===== src/rtl/gpio_port_if.sv =====
// CPU-side register bus for gpio_port: address, write strobe, write data and
// combinational read data.
interface gpio_port_if;
  logic [31:0] enable_addr;
  logic        we;
  logic [31:0] data_in;
  logic [31:0] data_out;

  modport master (
    output enable_addr,
    output we,
    output data_in,
    input  data_out
  );

  modport slave (
    input  enable_addr,
    input  we,
    input  data_in,
    output data_out
  );
endinterface


===== src/rtl/gpio_port.sv =====
// Memory-mapped GPIO bank: direction control, atomic set/clear/toggle on the output
// register, two-flop input synchroniser and W1C edge-interrupt capture.
module gpio_port #(
  parameter logic [31:0] BASE_ADDRESS = 32'hFFFF_FF00,
  parameter int unsigned WIDTH        = 8
) (
  input  logic             CLK,
  input  logic             RST_N,
  gpio_port_if.slave       bus,
  input  logic [WIDTH-1:0] pin_in,
  output logic [WIDTH-1:0] pin_out,
  output logic [WIDTH-1:0] pin_oe,
  output logic             irq
);

  localparam logic [31:0] AddrIn     = BASE_ADDRESS + 32'h00;
  localparam logic [31:0] AddrOut    = BASE_ADDRESS + 32'h04;
  localparam logic [31:0] AddrSet    = BASE_ADDRESS + 32'h08;
  localparam logic [31:0] AddrClr    = BASE_ADDRESS + 32'h0C;
  localparam logic [31:0] AddrTgl    = BASE_ADDRESS + 32'h10;
  localparam logic [31:0] AddrDir    = BASE_ADDRESS + 32'h14;
  localparam logic [31:0] AddrRiseEn = BASE_ADDRESS + 32'h18;
  localparam logic [31:0] AddrFallEn = BASE_ADDRESS + 32'h1C;
  localparam logic [31:0] AddrIrq    = BASE_ADDRESS + 32'h20;

  if (WIDTH < 1 || WIDTH > 32) begin : g_bad_width
    $error("gpio_port: WIDTH must be in 1..32");
  end
  if (BASE_ADDRESS[1:0] != 2'b00) begin : g_bad_base
    $error("gpio_port: BASE_ADDRESS must be 4-byte aligned");
  end

  // Upper write-data bits have no storage when WIDTH < 32.
  if (WIDTH < 32) begin : g_unused_hi
    logic unused_hi;
    assign unused_hi = ^bus.data_in[31:WIDTH];
  end

  logic [WIDTH-1:0] out_q, out_d;
  logic [WIDTH-1:0] dir_q, dir_d;
  logic [WIDTH-1:0] rise_en_q, rise_en_d;
  logic [WIDTH-1:0] fall_en_q, fall_en_d;
  logic [WIDTH-1:0] irq_stat_q, irq_stat_d;
  logic [WIDTH-1:0] s1_q, s2_q, s3_q;

  logic [WIDTH-1:0] wdata;
  logic [WIDTH-1:0] edge_event;
  logic [WIDTH-1:0] w1c_mask;
  logic [WIDTH-1:0] rdata;
  logic [31:0]      rdata_ext;

  logic sel_in, sel_out, sel_set, sel_clr, sel_tgl;
  logic sel_dir, sel_rise, sel_fall, sel_irq;
  logic wr_out, wr_set, wr_clr, wr_tgl;
  logic wr_dir, wr_rise, wr_fall, wr_irq;

  assign wdata = bus.data_in[WIDTH-1:0];

  // Full 32-bit compare: unaligned or out-of-window addresses never hit.
  assign sel_in   = (bus.enable_addr == AddrIn);
  assign sel_out  = (bus.enable_addr == AddrOut);
  assign sel_set  = (bus.enable_addr == AddrSet);
  assign sel_clr  = (bus.enable_addr == AddrClr);
  assign sel_tgl  = (bus.enable_addr == AddrTgl);
  assign sel_dir  = (bus.enable_addr == AddrDir);
  assign sel_rise = (bus.enable_addr == AddrRiseEn);
  assign sel_fall = (bus.enable_addr == AddrFallEn);
  assign sel_irq  = (bus.enable_addr == AddrIrq);

  assign wr_out  = bus.we & sel_out;
  assign wr_set  = bus.we & sel_set;
  assign wr_clr  = bus.we & sel_clr;
  assign wr_tgl  = bus.we & sel_tgl;
  assign wr_dir  = bus.we & sel_dir;
  assign wr_rise = bus.we & sel_rise;
  assign wr_fall = bus.we & sel_fall;
  assign wr_irq  = bus.we & sel_irq;

  // Enables are the registered (pre-write) values, so a same-edge enable write
  // does not affect the event seen on that edge.
  assign edge_event = (s2_q & ~s3_q & rise_en_q) | (~s2_q & s3_q & fall_en_q);
  assign w1c_mask   = wr_irq ? wdata : '0;

  always_comb begin
    out_d = out_q;
    if (wr_out) begin
      out_d = wdata;
    end else if (wr_set) begin
      out_d = out_q | wdata;
    end else if (wr_clr) begin
      out_d = out_q & ~wdata;
    end else if (wr_tgl) begin
      out_d = out_q ^ wdata;
    end
  end

  always_comb begin
    dir_d     = wr_dir  ? wdata : dir_q;
    rise_en_d = wr_rise ? wdata : rise_en_q;
    fall_en_d = wr_fall ? wdata : fall_en_q;
    // A new event on the same edge as its W1C keeps the bit set.
    irq_stat_d = (irq_stat_q & ~w1c_mask) | edge_event;
  end

  always_ff @(posedge CLK or negedge RST_N) begin
    if (!RST_N) begin
      out_q      <= '0;
      dir_q      <= '0;
      rise_en_q  <= '0;
      fall_en_q  <= '0;
      irq_stat_q <= '0;
      s1_q       <= '0;
      s2_q       <= '0;
      s3_q       <= '0;
    end else begin
      out_q      <= out_d;
      dir_q      <= dir_d;
      rise_en_q  <= rise_en_d;
      fall_en_q  <= fall_en_d;
      irq_stat_q <= irq_stat_d;
      s1_q       <= pin_in;
      s2_q       <= s1_q;
      s3_q       <= s2_q;
    end
  end

  always_comb begin
    rdata = '0;
    if (sel_in) begin
      rdata = s2_q;
    end else if (sel_out) begin
      rdata = out_q;
    end else if (sel_dir) begin
      rdata = dir_q;
    end else if (sel_rise) begin
      rdata = rise_en_q;
    end else if (sel_fall) begin
      rdata = fall_en_q;
    end else if (sel_irq) begin
      rdata = irq_stat_q;
    end
  end

  always_comb begin
    rdata_ext            = '0;
    rdata_ext[WIDTH-1:0] = rdata;
  end

  assign bus.data_out = rdata_ext;
  assign pin_out      = out_q;
  assign pin_oe       = dir_q;
  assign irq          = |irq_stat_q;

endmodule


===== src/flat_wrapper.sv =====
// flat-port wrapper written by rule: the top's interface ports become plain ports
module gpio_port_flat 
#(
  parameter logic [31:0] BASE_ADDRESS = 32'hFFFF_FF00,
  parameter int unsigned WIDTH        = 8
)
  (CLK, RST_N, pin_in, pin_out, pin_oe, irq, bus_enable_addr, bus_we, bus_data_in, bus_data_out);
  gpio_port_if bus_i ();
  input  logic CLK;
  input  logic RST_N;
  input  logic [WIDTH-1:0] pin_in;
  output logic [WIDTH-1:0] pin_out;
  output logic [WIDTH-1:0] pin_oe;
  output logic irq;
  input wire logic [$bits(bus_i.enable_addr)-1:0] bus_enable_addr;
  input wire logic [$bits(bus_i.we)-1:0] bus_we;
  input wire logic [$bits(bus_i.data_in)-1:0] bus_data_in;
  output wire logic [$bits(bus_i.data_out)-1:0] bus_data_out;
  assign bus_i.enable_addr = bus_enable_addr;
  assign bus_i.we = bus_we;
  assign bus_i.data_in = bus_data_in;
  assign bus_data_out = bus_i.data_out;
  gpio_port #(.BASE_ADDRESS(BASE_ADDRESS), .WIDTH(WIDTH)) u_core (.CLK(CLK), .RST_N(RST_N), .bus(bus_i), .pin_in(pin_in), .pin_out(pin_out), .pin_oe(pin_oe), .irq(irq));
endmodule

===== config.mk =====
export PLATFORM = sky130hd
export DESIGN_NAME = gpio_port_flat
export DESIGN_NICKNAME = d
export VERILOG_FILES = /design/src/rtl/gpio_port_if.sv /design/src/rtl/gpio_port.sv /design/src/flat_wrapper.sv
export SDC_FILE = /design/constraint.sdc
export NUM_CORES = 1
export LEC_CHECK = 0
export BUFFER_PORTS_ARGS = -buffer_cell sky130_fd_sc_hd__clkbuf_2
export CORE_ASPECT_RATIO = 1.1
export CORE_UTILIZATION = 50
export DETAILED_ROUTE_END_ITERATION = 10
export GPL_ROUTABILITY_DRIVEN = 1
export PLACE_DENSITY_LB_ADDON = 0.15
export SYNTH_ARGS = -nofsm -noshare
export SYNTH_HDL_FRONTEND = slang
export SYNTH_SLANG_ARGS = --single-unit

===== constraint.sdc =====
create_clock -name CLK -period 2.4 [get_ports CLK]
set_input_delay 0.24 -clock CLK [delete_from_list [all_inputs] [get_ports CLK]]
set_output_delay 0.24 -clock CLK [all_outputs]
set_load 0.01 [all_outputs]

==> flow_summary.json <==
{
  "outcome": "finished clean",
  "core_area_um2": 6671,
  "holdWs_ns": 0.2002,
  "synthCells": 330,
  "fp.dieW_um": 81.88,
  "final_cell_mix": "75 x clkbuf_2, 64 x dfrtp_1, 24 x mux2_2, 24 x conb_1, 17 x inv_1",
  "ys_types": 41,
  "critical_path_buf_inv_count": 2,
  "cts_resized": 0,
  "drt_iter0_drc": 169,
  "die_area_um2": 7359,
  "final_nets": 510,
  "synth_top_area_cell": "dfrtp_1",
  "routed_via_density": 5.625,
  "synth_area_um2": 3510,
  "grt_pass1_vias": 2658,
  "finalHoldViolations": 0,
  "rsz0062_at_grt": "false",
  "netlist_top_cells_area": "dfrtp_1 46%, mux2_2 7.7%, ha_1 5.7%",
  "drt_pre_antenna_iters": 4,
  "crit_required_ns": 2.16,
  "die_h_um": 89.87,
  "ys_seq_elements": 64,
  "peakVddDrop_uv": 451.7,
  "critPathMaxFanout": 8,
  "yosys_warnings": 0,
  "finClkSkew_ns": 0.01149,
  "power_leakage_uw": 0.002054,
  "seq_area_frac_synth_pct": 45.63,
  "pin_count": 124,
  "antenna_left": 0,
  "max-cap-violations": 0,
  "path_common_cell": "clkbuf_2",
  "setup_violations": 0,
  "p_per_area_nw_per_um2": 518.9,
  "max_stage_delay_ns": 0.66,
  "numCtsBuffers": 9,
  "num_rows": 31,
  "cp_data_arrival_time_ns": 1.97,
  "period_share_pct": 91.99,
  "path_depth": 7,
  "portBuffers": 75,
  "total_power_uw": 2178,
  "rr_worst_depth": 6,
  "stdcell_count": 506,
  "drc_errors": 0,
  "slew_viol_final": 0,
  "syn_to_final_growth_pct": 19.57,
  "cp_slowest_cell": "or4_1",
  "gp_congestion": 0.8190,
  "cts_setup_buffers": 0,
  "cp-end-kind": "output port",
  "start_util_pct": 52.61,
  "drive_above_1_share_pct": 31.13,
  "worstSetupPathType": "input port to output port",
  "syn_avg_cell_area_um2": 10.64,
  "hold_path_class": "input port to flop",
  "cts_sinks": 64,
  "final_common_cell": "clkbuf_2",
  "tritoncts": "built",
  "antenna_found_initial": 0,
  "slew_headroom_pct": 65.41,
  "min_period_ns": 2.208,
  "timing.fmax_mhz": 453.0,
  "synth_top_cell_area_share_pct": 45.63,
  "worstMarginPinSlew_ns": 0.5176,
  "cts_hold_buf": 9,
  "final_util_pct": 62.90,
  "tns_ns": 0,
  "hold-path-cell-count": 3,
  "critPathTopFamily": "simple AND/OR/NAND/NOR gates",
  "cts.clk_slew.worst_paths_ns": 0.08,
  "grt_max_degree": 65,
  "fill_cells": 566,
  "vias": 2846,
  "worstPathCellList": "clkbuf_2 > nand4_1 > or4_1 > or2_2 > a21oi_1 > o21a_1 > clkbuf_2",
  "grt_first_pass_wirelength_um": 13150,
  "n_antenna_cell": 0,
  "wl_per_cell_um": 16.26,
  "postRouteWirelength_um": 8228,
  "clk_latency_ns": 0.35,
  "grt_overflow": 0,
  "clock_path_buffers": 2,
  "cts.htree.levels": 3,
  "cts_root_buf": "clkbuf_8",
  "groute.usage.overall_pct": 24.30,
  "critPathLaunchType": "input port",
  "placed_cells": 481,
  "hpwl_um": 5487
}
## state kept, by name, indices dropped and copies added (netlist names)
signal and flops:
u_core.rise_en_q 8, u_core.pin_oe 8, u_core.s2_q 8, u_core.s1_q 8, u_core.irq_stat_q 8, u_core.pin_out 8, u_core.fall_en_q 8, u_core.s3_q 8
## layout make-up
type / instances / area [µm²] / share of cell area, %
clock inverters: 4 / 45.04 / 1.073
well taps: 82 / 102.6 / 2.445
inverters: 17 / 63.81 / 1.521
multi-input cells: 232 / 1688 / 40.22
flip-flops and latches: 64 / 1602 / 38.16
clock buffers: 12 / 135.1 / 3.220
repair buffers: 95 / 560.5 / 13.36
## metrics by stage
stage          cell area, µm²  setup slack [ns]
6_report                 4197            0.1923
5_1_grt                  4197           0.04670
4_1_cts                  4197            0.1889
3_5_place_dp             3926            0.1025
3_3_place_gp             3926            0.1444
2_1_floorplan            3596            0.4355
## power by group
part           internal [µW]  switching (µW)  total, µW
Clock                    476             406        881
Combinational           76.5             109        186
Sequential              1100            11.3       1110
## cell families after synthesis
group,Yosys count,share of synthesized area [%]
DFF,64,45.63
muxes,40,12.26
other,1,0.1068
adders and majority gates,16,5.704
buffers and inverters,57,8.984
and+or+nand+nor,71,12.91
AOI/OAI and AO/OA,81,14.40
## layer usage
| metal | up-vias | wire length (µm) | GRT usage [%] |
|---|---|---|---|
| met5 | - | 0 | 0 |
| met4 | 0 | 236 | 11.40 |
| met3 | 22 | 641 | 5.381 |
| met2 | 123 | 3968 | 35.95 |
| met1 | 1364 | 3381 | 33.49 |
| li1 | 1337 | - | - |
## worst paths after layout
path / start / end / slack, ns
max: bus_enable_addr[28] / bus_data_out[4] / 0.19
min: bus_data_in[7] / u_core.pin_out[7] / 0.20
max reg2reg: u_core.pin_out[2] / u_core.pin_out[2] / 1.17
min reg2reg: u_core.s1_q[0] / u_core.s2_q[0] / 0.35
max in group asynchronous: RST_N / u_core.s2_q[7] / 1.68
min in group asynchronous: RST_N / u_core.fall_en_q[6] / 0.43
## worst reg2reg max path, cell delays in order (launching register included)
cell     delay (ns)
dfrtp_1        0.43
inv_1          0.06
ha_1           0.18
a21oi_1        0.15
a21o_1         0.10
o22ai_1        0.06
a31oi_1        0.18
## synthesized netlist by cell type, drive strengths merged
cell / count
a21o: 8
a21oi: 16
a22oi: 8
a31oi: 8
and2: 1
and3: 2
and4: 1
buf: 31
clkbuf: 9
conb: 1
dfrtp: 64
ha: 16
inv: 17
mux2: 24
mux2i: 16
nand2: 13
nand2b: 1
nand3: 2
nand3b: 8
nand4: 16
nor2: 11
nor3: 4
nor4: 5
nor4b: 1
o211ai: 8
o21a: 8
o21ai: 17
o22ai: 8
or2: 2
or3: 1
or4: 3
Power figures use the tool's default switching activity.
